**src/rtl/vx_credit_arbiter_pkg.sv**
```systemverilog
// Shared widths and FSM encoding for the credit arbiter and its interface.
package vx_credit_arbiter_pkg;

    typedef enum logic {
        IDLE   = 1'b0,
        LOCKED = 1'b1
    } state_e;

    function automatic int calc_idxw(input int num_reqs);
        return ($clog2(num_reqs) > 1) ? $clog2(num_reqs) : 1;
    endfunction

    function automatic int calc_sizew(input int size);
        return $clog2(size + 1);
    endfunction

    function automatic int calc_pcw(input int per_req_max);
        return $clog2(per_req_max + 1);
    endfunction

endpackage

```
**src/rtl/vx_credit_arbiter_if.sv**
```systemverilog
// Request/grant/return bundle between the requesters and the credit arbiter.
interface vx_credit_arbiter_if #(
    parameter int NUM_REQS = 4,
    parameter int SIZE     = 8
);
    import vx_credit_arbiter_pkg::*;

    localparam int IDXW  = calc_idxw(NUM_REQS);
    localparam int SIZEW = calc_sizew(SIZE);

    logic [NUM_REQS-1:0] req_valid;
    logic [NUM_REQS-1:0] req_ready;
    logic                grant_valid;
    logic [IDXW-1:0]     grant_index;
    logic                grant_ready;
    logic                rsp_valid;
    logic [IDXW-1:0]     rsp_index;
    logic                empty;
    logic                full;
    logic [SIZEW-1:0]    size;

    modport master (
        output req_valid, grant_ready, rsp_valid, rsp_index,
        input  req_ready, grant_valid, grant_index, empty, full, size
    );

    modport slave (
        input  req_valid, grant_ready, rsp_valid, rsp_index,
        output req_ready, grant_valid, grant_index, empty, full, size
    );

endinterface

```
**src/rtl/vx_rr_pick.sv**
```systemverilog
// Combinational round-robin picker: first eligible requester strictly after last_idx_i.
module vx_rr_pick #(
    parameter int NUM_REQS = 4,
    parameter int IDXW     = 2
) (
    input  logic [NUM_REQS-1:0] eligible_i,
    input  logic [IDXW-1:0]     last_idx_i,
    output logic [IDXW-1:0]     pick_idx_o,
    output logic                pick_valid_o
);

    logic [IDXW-1:0] cand;

    // NOTE: every output of a combinational block gets a default first, so no path leaves it unassigned (no latch).
    always_comb begin
        pick_valid_o = 1'b0;
        pick_idx_o   = '0;
        cand         = '0;
        // Offsets 1..NUM_REQS visit every requester once, ending on last_idx itself.
        for (int off = 1; off <= NUM_REQS; off++) begin
            cand = IDXW'((int'(last_idx_i) + off) % NUM_REQS);
            if (!pick_valid_o && eligible_i[cand]) begin
                pick_valid_o = 1'b1;
                pick_idx_o   = cand;
            end
        end
    end

endmodule

```
**src/rtl/vx_credit_arbiter.sv**
```systemverilog
// Shared credit pool with per-requester caps; round-robin grant held stable until accepted.
module vx_credit_arbiter
    import vx_credit_arbiter_pkg::*;
#(
    parameter int NUM_REQS    = 4,
    parameter int SIZE        = 8,
    parameter int PER_REQ_MAX = 4
) (
    input  logic                 clk,
    input  logic                 reset,
    vx_credit_arbiter_if.slave   bus
);

    localparam int IDXW  = calc_idxw(NUM_REQS);
    localparam int SIZEW = calc_sizew(SIZE);
    localparam int PCW   = calc_pcw(PER_REQ_MAX);

    state_e              state_q, state_d;
    logic [IDXW-1:0]     last_idx_q, last_idx_d;
    logic [IDXW-1:0]     hold_idx_q, hold_idx_d;
    logic [SIZEW-1:0]    pool_q, pool_d;
    logic                full_q, empty_q;
    logic [PCW-1:0]      cnt_q [NUM_REQS];
    logic [PCW-1:0]      cnt_d [NUM_REQS];

    logic [NUM_REQS-1:0] eligible;
    logic [IDXW-1:0]     pick_idx;
    logic                pick_valid;
    logic                grant_valid;
    logic [IDXW-1:0]     grant_index;
    logic                fire;

    always_comb begin
        for (int i = 0; i < NUM_REQS; i++) begin
            eligible[i] = bus.req_valid[i] && (cnt_q[i] < PCW'(PER_REQ_MAX));
        end
    end

    vx_rr_pick #(
        .NUM_REQS (NUM_REQS),
        .IDXW     (IDXW)
    ) u_rr_pick (
        .eligible_i   (eligible),
        .last_idx_i   (last_idx_q),
        .pick_idx_o   (pick_idx),
        .pick_valid_o (pick_valid)
    );

    always_comb begin
        state_d     = state_q;
        hold_idx_d  = hold_idx_q;
        last_idx_d  = last_idx_q;
        grant_valid = 1'b0;
        grant_index = pick_idx;
        case (state_q)
            IDLE: begin
                grant_valid = pick_valid && !full_q;
                if (grant_valid && !bus.grant_ready) begin
                    state_d    = LOCKED;
                    hold_idx_d = pick_idx;
                end
            end
            LOCKED: begin
                grant_valid = 1'b1;
                grant_index = hold_idx_q;
                if (bus.grant_ready) state_d = IDLE;
            end
            default: state_d = IDLE;
        endcase
        if (reset) grant_valid = 1'b0;
        fire = grant_valid && bus.grant_ready;
        if (fire) last_idx_d = grant_index;
    end

    // Simultaneous take and return cancel out, both for the pool and for a single requester.
    always_comb begin
        pool_d = pool_q;
        if (fire && !bus.rsp_valid)      pool_d = pool_q + 1'b1;
        else if (!fire && bus.rsp_valid) pool_d = pool_q - 1'b1;
        for (int i = 0; i < NUM_REQS; i++) begin
            cnt_d[i] = cnt_q[i];
            if ((fire && grant_index == IDXW'(i)) && !(bus.rsp_valid && bus.rsp_index == IDXW'(i)))
                cnt_d[i] = cnt_q[i] + 1'b1;
            else if (!(fire && grant_index == IDXW'(i)) && (bus.rsp_valid && bus.rsp_index == IDXW'(i)))
                cnt_d[i] = cnt_q[i] - 1'b1;
        end
    end

    // NOTE: sequential state uses non-blocking assignments; the small per-requester counter array is reset explicitly since stale credits would corrupt accounting.
    always_ff @(posedge clk) begin
        if (reset) begin
            state_q    <= IDLE;
            last_idx_q <= IDXW'(NUM_REQS - 1);
            hold_idx_q <= '0;
            pool_q     <= '0;
            full_q     <= 1'b0;
            empty_q    <= 1'b1;
            for (int i = 0; i < NUM_REQS; i++) cnt_q[i] <= '0;
        end else begin
            state_q    <= state_d;
            last_idx_q <= last_idx_d;
            hold_idx_q <= hold_idx_d;
            pool_q     <= pool_d;
            full_q     <= (pool_d == SIZEW'(SIZE));
            empty_q    <= (pool_d == '0);
            for (int i = 0; i < NUM_REQS; i++) cnt_q[i] <= cnt_d[i];
        end
    end

    always_comb begin
        bus.req_ready = '0;
        if (fire) bus.req_ready[grant_index] = 1'b1;
    end

    assign bus.grant_valid = grant_valid;
    assign bus.grant_index = grant_index;
    assign bus.empty       = empty_q;
    assign bus.full        = full_q;
    assign bus.size        = pool_q;

    a_hold_valid: assert property (@(posedge clk) disable iff (reset)
        (state_q == LOCKED) |-> bus.req_valid[hold_idx_q]);
    a_rsp_underflow: assert property (@(posedge clk) disable iff (reset)
        bus.rsp_valid |-> (pool_q != '0 && cnt_q[bus.rsp_index] != '0));
    a_rsp_range: assert property (@(posedge clk) disable iff (reset)
        bus.rsp_valid |-> (int'(bus.rsp_index) < NUM_REQS));

endmodule

```
**src/flat_wrapper.sv**
```systemverilog
// flat-port wrapper written by rule: the top's interface ports become plain ports
module vx_credit_arbiter_flat import vx_credit_arbiter_pkg::*;
#(
    parameter int NUM_REQS    = 4,
    parameter int SIZE        = 8,
    parameter int PER_REQ_MAX = 4
)
  (clk, reset, bus_req_valid, bus_grant_ready, bus_rsp_valid, bus_rsp_index, bus_req_ready, bus_grant_valid, bus_grant_index, bus_empty, bus_full, bus_size);
  vx_credit_arbiter_if #(.NUM_REQS(NUM_REQS), .SIZE(SIZE)) bus_i ();
  input  logic clk;
  input  logic reset;
  input wire logic [$bits(bus_i.req_valid)-1:0] bus_req_valid;
  input wire logic [$bits(bus_i.grant_ready)-1:0] bus_grant_ready;
  input wire logic [$bits(bus_i.rsp_valid)-1:0] bus_rsp_valid;
  input wire logic [$bits(bus_i.rsp_index)-1:0] bus_rsp_index;
  output wire logic [$bits(bus_i.req_ready)-1:0] bus_req_ready;
  output wire logic [$bits(bus_i.grant_valid)-1:0] bus_grant_valid;
  output wire logic [$bits(bus_i.grant_index)-1:0] bus_grant_index;
  output wire logic [$bits(bus_i.empty)-1:0] bus_empty;
  output wire logic [$bits(bus_i.full)-1:0] bus_full;
  output wire logic [$bits(bus_i.size)-1:0] bus_size;
  assign bus_i.req_valid = bus_req_valid;
  assign bus_i.grant_ready = bus_grant_ready;
  assign bus_i.rsp_valid = bus_rsp_valid;
  assign bus_i.rsp_index = bus_rsp_index;
  assign bus_req_ready = bus_i.req_ready;
  assign bus_grant_valid = bus_i.grant_valid;
  assign bus_grant_index = bus_i.grant_index;
  assign bus_empty = bus_i.empty;
  assign bus_full = bus_i.full;
  assign bus_size = bus_i.size;
  vx_credit_arbiter #(.NUM_REQS(NUM_REQS), .SIZE(SIZE), .PER_REQ_MAX(PER_REQ_MAX)) u_core (.clk(clk), .reset(reset), .bus(bus_i));
endmodule
```
**config.mk**
```make
export PLATFORM = sky130hd
export DESIGN_NAME = vx_credit_arbiter_flat
export DESIGN_NICKNAME = d
export VERILOG_FILES = /design/src/rtl/vx_credit_arbiter_pkg.sv /design/src/rtl/vx_credit_arbiter_if.sv /design/src/rtl/vx_rr_pick.sv /design/src/rtl/vx_credit_arbiter.sv /design/src/flat_wrapper.sv
export SDC_FILE = /design/constraint.sdc
export NUM_CORES = 1
export LEC_CHECK = 0
export CORE_MARGIN = 4
export CORE_UTILIZATION = 50
export DETAILED_ROUTE_END_ITERATION = 10
export GPL_ROUTABILITY_DRIVEN = 0
export PLACE_DENSITY = 0.85
export SLEW_MARGIN = 40
export SYNTH_ARGS = -nofsm -noshare
export SYNTH_HDL_FRONTEND = slang
export SYNTH_SLANG_ARGS = --single-unit
```
**constraint.sdc**
```tcl
create_clock -name clk -period 4.2 [get_ports clk]
set_clock_uncertainty 0.05 [all_clocks]
set_input_delay 1.05 -clock clk [delete_from_list [all_inputs] [get_ports clk]]
set_output_delay 1.05 -clock clk [all_outputs]
set_load 0.02 [all_outputs]
```
Word-level counts from Yosys, hierarchy flattened. Memories as Yosys holds them, arrays and structs flattened. Index checks and enable logic that the tools add are counted. Widths: inputs -> output; s select.

$add $sub $neg: 14. Order comparisons: 10. Equality and inequality tests: 7. Mux-type cells: 42. Bitwise gates (word level): 5. Reduce and logical (&&, ||, !) cells: 48.

Operators with widths (count): $mux 3 (12); $logic_and 1x1->1 (29); $logic_not 1->1 (15); $lt 2x3->1 const B (5); $mux 1 (15); $add 3x1->3 const B (4); $lt 3x3->1 const B (4); $mux 4 (3); $sub 3x1->3 const B (4); $mux 2 (5); $bmux 1 s2 (4); $eq 2x2->1 const B (4); $add 2x1->2 const B (2); $add 2x2->2 const B (2); $add 4x1->4 const B (1); $eq 2x1->1 const B (2); $eq 4x4->1 const B (1); $logic_not 2->1 (2); $logic_not 4->1 (1); $or 1x1->1 (4); $pmux 1 s2 (2); $sub 4x1->4 const B (1); $demux 1 s2 (1); $ge 2x1->1 const B (1); 2 further kinds (2).

Register bits: 11. Memory bits (writable): 12. Input bits: 10. Output and inout bits: 13. Word-level logic and storage cells: 133. Memories: 1.

Memories: u_core.cnt_q (words 4, width 3, rd ports 4, clocked after Yosys merged registers in 0, wr ports 4, line vx_credit_arbiter.sv:23) `logic [PCW-1:0] cnt_q [NUM_REQS];`.

Logic depth before layout (Yosys ltp).
Depth after elaboration: 24. Depth in mapped cells: 13. Gate-level depth less buffers: 13.

Hierarchy. Synthesis repeated with hierarchy kept, for this count alone.

Cell total of the unflattened synthesis: 152. Area, all modules: 1407.6 µm².

Modules (own cells, without submodules): vx_credit_arbiter (instances 1, cells each 138, area an instance 1316.3 µm², sequential area each 460.4 µm²); vx_rr_pick (instances 1, cells each 14, area an instance 91.3 µm², sequential area each 0.0 µm²).

Least setup slack after synthesis. OpenSTA, ideal clock, no wires.

Kind: input port to flip-flop. Start: in bus_req_valid[0]. End: mem u_core.cnt_q[0][11] in the netlist's numbering. Library setup time: 71 ps. Arrival time: 3780 ps. Required time: 4079 ps. Setup slack: 299 ps. Stages: 12. Buffers on the path: 0. Cell sequence: nor2b_1 -> o21ai_1 -> a21oi_1 -> o31ai_1 -> nand2_1 -> nor2_1 -> ha_1 -> inv_1 -> fa_1 -> xor2_1 -> or3_1 -> a21oi_1.

RTL lines: from (decl) (line flat_wrapper.sv:12) `input wire logic [$bits(bus_i.req_valid)-1:0] bus_req_valid;`; to (decl) (line vx_credit_arbiter.sv:23).

Final worst setup path.
Start: in bus_req_valid[3]. End: out bus_grant_index[1].

Cells in the longest elaborated chain, start to end: 14. Elaborated cells on any way between the ends: 23. Classes of those cells: mux: 16; reduce/logical: 7.

RTL lines: $logic_and 1x1->1 (*) (line vx_credit_arbiter.sv:35) `eligible[i] = bus.req_valid[i] && (cnt_q[i] < PCW'(PER_REQ_MAX));`; $bmux 1 s2 (line vx_rr_pick.sv:22) `if (!pick_valid_o && eligible_i[cand]) begin`; $mux 1 (not written as such) (line vx_rr_pick.sv:22); $mux 1 (line vx_rr_pick.sv:22); $logic_not 1->1 (line vx_rr_pick.sv:22); $logic_and 1x1->1 (line vx_rr_pick.sv:22); $mux 1 (line vx_rr_pick.sv:22); $logic_not 1->1 (line vx_rr_pick.sv:22); $logic_and 1x1->1 (line vx_rr_pick.sv:22); $mux 1 (line vx_rr_pick.sv:22); $logic_not 1->1 (line vx_rr_pick.sv:22); $logic_and 1x1->1 (line vx_rr_pick.sv:22); $mux 2 (*) (line vx_rr_pick.sv:22); $mux 2 (*) (line vx_credit_arbiter.sv:55) `case (state_q)`; to (decl) (line flat_wrapper.sv:18) `output wire logic [$bits(bus_i.grant_index)-1:0] bus_grant_index;`.

Every way passes the cells marked *; elsewhere a longest branch is shown, timed or not. The select of a mux whose other input is x is not followed.

==> run summary <==
The flow ran to the end, and the final reports show no timing, DRC or antenna violations. The detail route stage leaves a number of antenna-violating nets equal to 0. In the post-route analysis, the smallest setup slack over all paths is 109 ps. Summing over every cut layer, the via total after detailed routing is 1226. The tools report the final count of hold timing violations as 0.

The slew at the pin with the worst max-slew slack is 523 ps, and the highest fanout seen on the critical path is 5. Most heavily used metal layer in global routing: met2. The total power divided by cell area is 382 mW/mm2.

For the final cell utilization of the core, the log shows 68.6%. The clock period minus worst slack is 4090 ps, and the internal power consumption is 429 uW. For the worst-skew pair, the clock arrives at the later sink with an insertion delay of 320 ps. The tools report the final standard cell area without fillers as 0.00176 mm2. Data on the critical path arrives at its endpoint at 2990 ps. After the last flow step, the layout net total stands at 213. The number of I/O pins is 23, and the layout-stage area growth over the synthesis result is 26.1%. The clock network is responsible for 15.4% of the overall power. IR analysis of the VDD net gives a maximum drop of 0.283 mV. The placed wire-length estimate is 2.28 mm. The number of nets in the synthesized netlist is 177. After clock tree synthesis, the clock-pin slew on the worst setup and hold paths is 120 ps.

The path class of the lowest-slack min-delay path was reg2reg. After detailed routing, the number of remaining DRC violations is 0. The via count of the first global-routing pass was 1299; the share of the clock period used by the worst path after layout was 97.4%. For the number of pins with negative max-slew slack in the final report, the log shows 0. In this run the clock root is driven by a clkbuf_4. After floorplanning, the core was sized to cover 0.00257 mm2.

For the maximum level of the CTS H-tree, the log shows 1. The count of non-filler cells in the finished layout is 222. The worst setup slack after placement is -225 ps, and the static power due to leakage is 0.000759 uW. TritonCTS created 3 clock buffers. CTS saw 23 sinks. The count of flip-flops with a built-in enable after synthesis was 0.

The post-route netlist has 15.6% of its cells at a drive strength greater than 1. The die covers 0.00371 mm2. The cell count after synthesis came out at 157. The required time of the worst setup path was 3100 ps; the post-CTS repair timing setup buffer count was 0. The total placed instance area is 0.00174 mm2, and the initial standard-cell utilization of the core is 54.4%.

For the combinational fraction of design power, the log shows 42.1%. Kind of start point of the critical path: an input port. The number of vias per cell works out to 5.52.

The number of distinct library cells after synthesis is 32, and the average wire per cell in the routed design is 13.0 um. Remaining max-slew budget at the tightest pin: 65.1%. TritonCTS built the clock tree. Setup repair after global routing left no endpoint under its margin. For this run, the total global-route usage over all layers was measured as 18.5%.

After filler insertion, the fill cell instance count of the layout stands at 225. The cell total after placement came out at 218. The tools report the highest clock rate as 0.244 GHz. The number of antenna diodes in the final layout is 0.

In this run, synthesis produced a sequential element count of 23. During placement, the flow inserted port buffers numbering 22. STA classifies the critical path endpoint as a primary output.

Entering global routing, the biggest net connects 25 pins. The maximum buffer depth of the clock tree was 2; the total net switching power was 244 uW. The mean post-synth cell area is 8.90 um2.

Setup violations remaining at the end of the flow were counted as 0. The commonest register cell after synthesis was dfxtp_1. The share of total power dissipated in sequential elements is 42.4%. The number of placement rows came out at 18.

Fraction of registers with async set or reset after synthesis: 0%. The initial antenna violation count was 0; the routed wire length was 2.88 mm. In this run, the number of DRC markers left after iteration 0 of detailed routing was 43. The number of optimization iterations in the first detailed-route pass was 4. The cell area that synthesis handed to floorplanning was 0.00140 mm2. Global routing used 2.98% of the available met3 tracks.

In the global route stage, met2 resource usage came out at 33.0%. Sequential elements use 32.9% of the synthesized area. For this run the aggregate overflow at the end of global routing stands at 0. Of the total power, the share spent switching nets is 36.3%. For the count of warnings emitted by yosys, the log shows 0. For met1 alone, demand over resource in global routing was 21.6%. The die is 60.9 um wide. The die is 60.9 um tall.

The tool flagged a number of max-cap violations equal to 0. The first global-routing pass estimated 5.26 mm of wire. The category of the critical setup timing path is in2out. For the final routed database, the setup TNS stands at 0 ps.
[cell usage after synthesis, types with 6 or more instances]
cell / count / area, um2
xor2_1: 10 / 87.6
inv_1: 9 / 33.8
a21oi_1: 9 / 45.0
nor2_1: 25 / 93.8
nand2_1: 9 / 33.8
ha_1: 6 / 75.1
mux2i_1: 9 / 90.1
o21ai_0: 7 / 35.0
dfxtp_1: 23 / 460
or3_1: 6 / 37.5
[layer usage]
metal  routed length (um)  vias up
met5                    0        -
met4                   62        0
met3                   92        8
met2                 1470       27
met1                 1250      582
li1                     -      609
[power by group through the flow]
stage	clock, uW	combinational [uW]	sequential [uW]
after floorplan	0	175	293
after global placement	0	273	287
after detailed placement	0	285	291
after CTS	109	285	286
after global routing	119	318	292
final	104	284	286
[cells by family (layout without fill, tap and decap cells)]
| family | count (synthesis) | in the layout | share of synthesized area (%) |
|---|---|---|---|
| AOI/OAI and AO/OA | 27 | 27 | 13.6 |
| xor gates and xnor gates | 14 | 14 | 8.77 |
| adders and majority gates | 10 | 10 | 11.1 |
| buffers and inverters | 14 | 49 | 3.76 |
| DFF | 23 | 23 | 32.9 |
| muxes | 10 | 10 | 7.43 |
| and+or+nand+nor | 59 | 59 | 22.4 |
[layout by cell type, fill, tap and decap left out, drive strengths merged, types with 4 or more instances in the layout]
master	n
nand2	9
clkbuf	6
xnor2	4
buf	14
mux2i	10
fa	4
xor2	10
nor2	25
dfxtp	23
inv	9
ha	6
or3	6
o21ai	9
clkdlybuf4s50	17
nand2b	5
a21oi	9
[state kept, by name, summed over array words and instances, names as in the netlist]
register           count
u_core.bus.full        1
u_core.bus.size        4
u_core.state_q         1
u_core.last_idx_q      2
u_core.bus.empty       1
u_core.hold_idx_q      2
u_core.cnt_q          12
[per-stage QoR]
stage                     hold WS (ps)  power, uW
after global routing               453        730
after detailed placement           405        576
after floorplan                    387        469
after global placement             395        560
final                              419        674
after CTS                          423        680
[area by class of cell]
cell class	instances	area (um2)	area share, %
Clock buffer	4	26.3	1.49
Inverter	9	33.8	1.92
Multi-Input combinational cell	120	892	50.6
Sequential cell	23	460	26.1
Tap cell	30	37.5	2.13
Timing Repair Buffer	36	312	17.7
[critical path, cell delays in order]
cell and delay (ps):
clkdlybuf4s50_1 500, nand2b_4 80, nor2_1 160, o31ai_1 110, o31ai_2 330, buf_4 170
clkdlybuf4s50_1 590
[what timing repair did]
item,CTS,global route
hold buffers,0,0
setup endpoints to repair,5,4
resized for setup,7,4
pin swaps,0,1
[worst paths after layout]
kind	start	endpoint	slack, ps	cells after the start
min reg2reg	u_core.hold_idx_q[1]	u_core.hold_idx_q[1]	420	2
min	u_core.hold_idx_q[1]	u_core.hold_idx_q[1]	420	2
max	bus_req_valid[3]	bus_grant_index[1]	110	7
max reg2reg	u_core.cnt_q[0][2]	u_core.cnt_q[0][2]	1250	14
Power figures use the tool's default switching activity.
